<file path="src/rtl/prog_fetch_if.sv">
// Program-load, run-control and fetch-output bundle for prog_fetch.
// master drives loads/run/jump feedback; slave is the fetch unit itself.
interface prog_fetch_if;
    logic       load_en;
    logic [3:0] load_addr;
    logic [7:0] load_data;
    logic       run;
    logic [3:0] pc_count;
    logic [7:0] instr_o;
    logic [3:0] pc;
    logic       instr_valid;
    logic       busy;
    logic       halted;

    modport master (
        output load_en, load_addr, load_data, run, pc_count,
        input  instr_o, pc, instr_valid, busy, halted
    );

    modport slave (
        input  load_en, load_addr, load_data, run, pc_count,
        output instr_o, pc, instr_valid, busy, halted
    );
endinterface

</file>
<file path="src/rtl/prog_fetch.sv">
// 16x8 program store with a two-cycle FETCH/EXEC sequencer, jump feedback
// from the downstream decode stage, and a HLT opcode that parks the unit.
module prog_fetch (
    input  logic        clk,
    input  logic        rst_n,
    prog_fetch_if.slave bus
);
    localparam logic [7:0] HLT = 8'hFF;

    typedef enum logic [1:0] {
        S_IDLE,
        S_FETCH,
        S_EXEC,
        S_HALT
    } state_e;

    state_e     state_q, state_d;
    logic [3:0] pc_q, pc_d;
    logic [7:0] instr_q, instr_d;
    logic       run_q;
    logic       mem_we;
    logic [7:0] mem_q [16];

    always_comb begin
        state_d = state_q;
        pc_d    = pc_q;
        instr_d = instr_q;
        mem_we  = 1'b0;
        case (state_q)
            S_IDLE: begin
                // a pending load takes priority over starting execution
                if (bus.load_en) begin
                    mem_we = 1'b1;
                end else if (bus.run) begin
                    state_d = S_FETCH;
                end
            end
            S_FETCH: begin
                instr_d = mem_q[pc_q];
                state_d = S_EXEC;
            end
            S_EXEC: begin
                if (instr_q == HLT) begin
                    instr_d = '0;
                    state_d = S_HALT;
                end else begin
                    pc_d    = (bus.pc_count != '0) ? bus.pc_count : pc_q + 4'd1;
                    state_d = bus.run ? S_FETCH : S_IDLE;
                end
            end
            S_HALT: begin
                mem_we = bus.load_en;
                // restart needs run low then high; a run held high stays parked
                if (bus.run && !run_q) begin
                    pc_d    = '0;
                    state_d = S_FETCH;
                end
            end
            default: state_d = S_IDLE;
        endcase
    end

    always_ff @(posedge clk or negedge rst_n) begin
        if (!rst_n) begin
            state_q <= S_IDLE;
            pc_q    <= '0;
            instr_q <= '0;
            run_q   <= 1'b0;
        end else begin
            state_q <= state_d;
            pc_q    <= pc_d;
            instr_q <= instr_d;
            run_q   <= bus.run;
        end
    end

    // program store is deliberately outside the reset domain
    always_ff @(posedge clk) begin
        if (mem_we) begin
            mem_q[bus.load_addr] <= bus.load_data;
        end
    end

    assign bus.instr_o     = instr_q;
    assign bus.pc          = pc_q;
    assign bus.instr_valid = (state_q == S_EXEC);
    assign bus.busy        = (state_q == S_FETCH) || (state_q == S_EXEC);
    assign bus.halted      = (state_q == S_HALT);
endmodule

</file>
<file path="src/flat_wrapper.sv">
// flat-port wrapper written by rule: the top's interface ports become plain ports
module prog_fetch_flat 
  (clk, rst_n, bus_load_en, bus_load_addr, bus_load_data, bus_run, bus_pc_count, bus_instr_o, bus_pc, bus_instr_valid, bus_busy, bus_halted);
  prog_fetch_if bus_i ();
  input  logic clk;
  input  logic rst_n;
  input wire logic [$bits(bus_i.load_en)-1:0] bus_load_en;
  input wire logic [$bits(bus_i.load_addr)-1:0] bus_load_addr;
  input wire logic [$bits(bus_i.load_data)-1:0] bus_load_data;
  input wire logic [$bits(bus_i.run)-1:0] bus_run;
  input wire logic [$bits(bus_i.pc_count)-1:0] bus_pc_count;
  output wire logic [$bits(bus_i.instr_o)-1:0] bus_instr_o;
  output wire logic [$bits(bus_i.pc)-1:0] bus_pc;
  output wire logic [$bits(bus_i.instr_valid)-1:0] bus_instr_valid;
  output wire logic [$bits(bus_i.busy)-1:0] bus_busy;
  output wire logic [$bits(bus_i.halted)-1:0] bus_halted;
  assign bus_i.load_en = bus_load_en;
  assign bus_i.load_addr = bus_load_addr;
  assign bus_i.load_data = bus_load_data;
  assign bus_i.run = bus_run;
  assign bus_i.pc_count = bus_pc_count;
  assign bus_instr_o = bus_i.instr_o;
  assign bus_pc = bus_i.pc;
  assign bus_instr_valid = bus_i.instr_valid;
  assign bus_busy = bus_i.busy;
  assign bus_halted = bus_i.halted;
  prog_fetch u_core (.clk(clk), .rst_n(rst_n), .bus(bus_i));
endmodule
</file>
<file path="config.mk">
export PLATFORM = sky130hd
export DESIGN_NAME = prog_fetch_flat
export DESIGN_NICKNAME = d
export VERILOG_FILES = /design/src/rtl/prog_fetch_if.sv /design/src/rtl/prog_fetch.sv /design/src/flat_wrapper.sv
export SDC_FILE = /design/constraint.sdc
export NUM_CORES = 1
export LEC_CHECK = 0
export CAP_MARGIN = 20
export CORE_AREA = 5 5 158 160
export CTS_CLUSTER_DIAMETER = 60
export DETAILED_ROUTE_END_ITERATION = 12
export DIE_AREA = 0 0 163 165
export GPL_TIMING_DRIVEN = 0
export MAX_ROUTING_LAYER = met4
export PLACE_DENSITY_LB_ADDON = 0.15
export SYNTH_ARGS = -nofsm -noshare
export SYNTH_HDL_FRONTEND = slang
export SYNTH_SLANG_ARGS = --single-unit
</file>
<file path="constraint.sdc">
create_clock -name clk -period 3.4 [get_ports clk]
set_clock_uncertainty 0.2 [all_clocks]
set_input_delay 0.34 -clock clk [delete_from_list [all_inputs] [get_ports clk]]
set_output_delay 0.34 -clock clk [all_outputs]
set_load 0.02 [all_outputs]
</file>
==> flow_metrics.py <==
metrics = {
    "run_status": {
        "status": "complete, no violations",
    },
    "die": {
        "die-area_um2": 26900,
        "core_area_um2": 23300,
        "fp-row-count": 56,
        "die_h_um": 165,
        "io_pins": 35,
        "start_util_pct": 24.8,
        "die_w_um": 163,
    },
    "cts": {
        "holdBufCountCts": 0,
        "cts_tree": "done",
        "h-tree-depth": 4,
        "cts.repair.resized": 0,
        "cts_made_buffers": 17,
        "root_buffer": "clkbuf_16",
        "cts_sinks": 143,
        "clockBufferDepth": 2,
        "clk_latency_ns": 0.42,
        "cts_setup_buffers": 0,
        "cts.clk_slew.worst_paths_ns": 0.06,
    },
    "sta": {
        "rsz0062_at_grt": "false",
        "setup_tns_ns": 0,
        "maxSlewViolCount": 0,
        "fmax_mhz": 350,
        "period_minus_slack_ns": 2.86,
        "setup_violations": 0,
        "final_hold_viol_count": 0,
        "relSlewSlack_pct": 34.2,
        "post-route-period-util_pct": 84.1,
        "tightest_slew_ns": 0.984,
    },
    "logic_synthesis": {
        "ys_ff_latch": 143,
        "syn-num-nets": 354,
        "synth_top_area_share_pct": 66.6,
        "synth_ff_type": "edfxtp_1",
        "netlist_instances": 329,
        "yosysTopAreaCell": "edfxtp_1",
        "synth_area_leaders": "edfxtp_1, dfrtp_1, mux4_2",
        "yosysMostFrequentCell": "edfxtp_1",
        "synth_edf_count": 128,
        "async_flop_share_pct": 10.5,
        "syn_area_um2": 5770,
        "ys_seq_area_share_pct": 73.1,
        "avgSynthCellArea_um2": 17.5,
        "yosys-top-cells-count": "edfxtp_1, nand2_1, mux2i_1, nor2_1",
        "yosys_warnings": 0,
        "ys_types": 39,
    },
    "placement": {
        "io_buffers": 34,
        "place_hpwl_um": 9780,
        "gp_congestion": 0.758,
    },
    "cells_and_area": {
        "fillers": 2311,
        "multi_input_area_um2": 1440,
        "regArea_um2": 4220,
        "drive_gt1_share_pct": 18.4,
        "antennaDiodeCount": 0,
        "area_growth_syn_to_layout_pct": 23.6,
        "fin_util_pct": 30.7,
        "nNetsFinal": 409,
    },
    "setup_path": {
        "path_class": "reg2reg",
        "reg2reg_from": "u_core.state_q[0]",
        "timing.rr.end": "u_core.mem_q[8][7]",
        "crit_path_end_kind": "flip-flop",
        "critPathLaunchType": "flip-flop",
        "crit_path_max_fanout": 5,
        "crit_required_ns": 3.32,
        "critPathArrivalTime_ns": 2.77,
        "rrSetupSlack_ns": 0.54,
        "worstRegToRegCells": 6,
    },
    "global_route": {
        "grt-ovfl-total": 0,
        "grt_util_all_layers_pct": 11.3,
        "grt_pass1_wl_um": 20800,
        "grt_pass1_vias": 3226,
        "antenna_found_initial": 0,
        "grt_max_degree": 17,
    },
    "routing": {
        "vias": 3106,
        "drt_wl_total_um": 14000,
        "drt_iter0_drc": 230,
        "drc_errors": 0,
        "ant_nets": 0,
        "vias_per_cell": 4.34,
        "wl_per_cell_um": 19.6,
        "drt_pass1_iterations": 4,
    },
    "hold_path": {
        "hold_class": "in2async",
    },
    "power_and_ir_drop": {
        "vdd_drop_max_v": 0.000259,
        "power.density_nw_per_um2": 756,
        "p_leak_uw": 0.00233,
    },
    "flow_run": {
        "drv_cap": 0,
    },
}
logic make-up (layout without fill, tap and decap cells):
family	Yosys count	after routing	synth area share, %
adder cells (fa/ha/maj)	5	5	1.08
multiplexers	50	50	12.5
flip-flops	143	143	73.1
AND/OR/NAND/NOR	71	71	5.83
AO/OA/AOI/OAI	42	42	5.40
buffers and inverters	18	86	2.10
worst max-delay path: stages (launching register included):
cell and delay, ns:
dfrtp_1 0.37, inv_1 0.09, ha_1 0.40, nand2b_1 0.20, or3b_2 0.52, nor3_1 0.48
buf_2 0.30
power by group:
part	switching, µW	total [µW]	internal, µW	leakage (µW)
Combinational	751	1370	618	0.000695
Sequential	88.9	2130	2040	0.00134
Clock	682	1900	1220	0.000291
worst max-delay path by stage:
| stage | start | endpoint | depth (start not counted) |
|---|---|---|---|
| after floorplan | u_core.state_q[0] | u_core.mem_q[8][0] | 5 |
| after global placement | bus_load_en | u_core.mem_q[0][7] | 4 |
| after detailed placement | bus_load_en | u_core.mem_q[8][7] | 5 |
| after CTS | u_core.state_q[0] | u_core.mem_q[8][7] | 6 |
| after global routing | u_core.state_q[0] | u_core.mem_q[8][7] | 6 |
| final | u_core.state_q[0] | u_core.mem_q[8][7] | 6 |
final cells by class:
class	instances	area share, %
plain buffers	11	1.33
clock buffers	20	6.12
clock inverters	12	2.35
inverters	7	0.368
multi-input cells	168	20.2
flip-flops and latches	143	59.1
well taps	319	5.59
repair buffers	36	4.91
metrics by stage:
step | setup slack, ns | total power (µW) | instances | hold WS, ns | cell area (µm²)
floorplan | 0.694 | 3020 | 329 | -0.156 | 5770
global placement | 0.0855 | 3550 | 682 | 0.335 | 6510
detailed placement | 0.505 | 3560 | 684 | 0.345 | 6530
CTS | 0.498 | 5480 | 716 | 0.168 | 7140
global route | 0.393 | 5660 | 716 | 0.212 | 7140
finish | 0.541 | 5400 | 716 | 0.141 | 7140
layer usage:
layer	vias up	share of wire, %	global-route usage [%]
li1	1433	-	-
met1	1593	50	15.7
met2	69	45	16.2
met3	11	3.7	2.57
met4	0	1.3	3.96
met5	-	0	-
cells in the final DEF (no fill, tap or decap), drive strengths merged:
| master | Yosys | final |
|---|---|---|
| a22o | 5 | 5 |
| clkinv | 1 | 7 |
| a31oi | 2 | 2 |
| a221o | 8 | 8 |
| o2bb2ai | 2 | 2 |
| edfxtp | 128 | 128 |
| nand3b | 1 | 1 |
| a21o | 2 | 2 |
| a21oi | 7 | 7 |
| mux4 | 16 | 16 |
| nand3 | 2 | 2 |
| nand4b | 1 | 1 |
| nand4 | 2 | 2 |
| or3b | 2 | 2 |
| dfrtp | 15 | 15 |
| mux2 | 16 | 16 |
| nand2b | 5 | 5 |
| nor3 | 10 | 10 |
| clkdlybuf4s50 | 0 | 34 |
| bufinv | 0 | 4 |
| a211o | 1 | 1 |
| clkbuf | 2 | 22 |
| ha | 5 | 5 |
| a221oi | 3 | 3 |
| buf | 9 | 11 |
| o211ai | 1 | 1 |
| nor4 | 2 | 2 |
| nor2b | 2 | 2 |
| inv | 6 | 6 |
| o22ai | 8 | 8 |
| nand2 | 26 | 26 |
| clkinvlp | 0 | 2 |
| nor2 | 17 | 17 |
| o21ai | 3 | 3 |
| or3 | 1 | 1 |
| mux2i | 18 | 18 |
sequential cells by signal (all words and copies together), names as in the netlist:
signal              flops
u_core.mem_q          128
u_core.bus.pc           4
u_core.bus.instr_o      8
u_core.run_q            1
u_core.state_q          2
(Power assumes the default switching activity.)
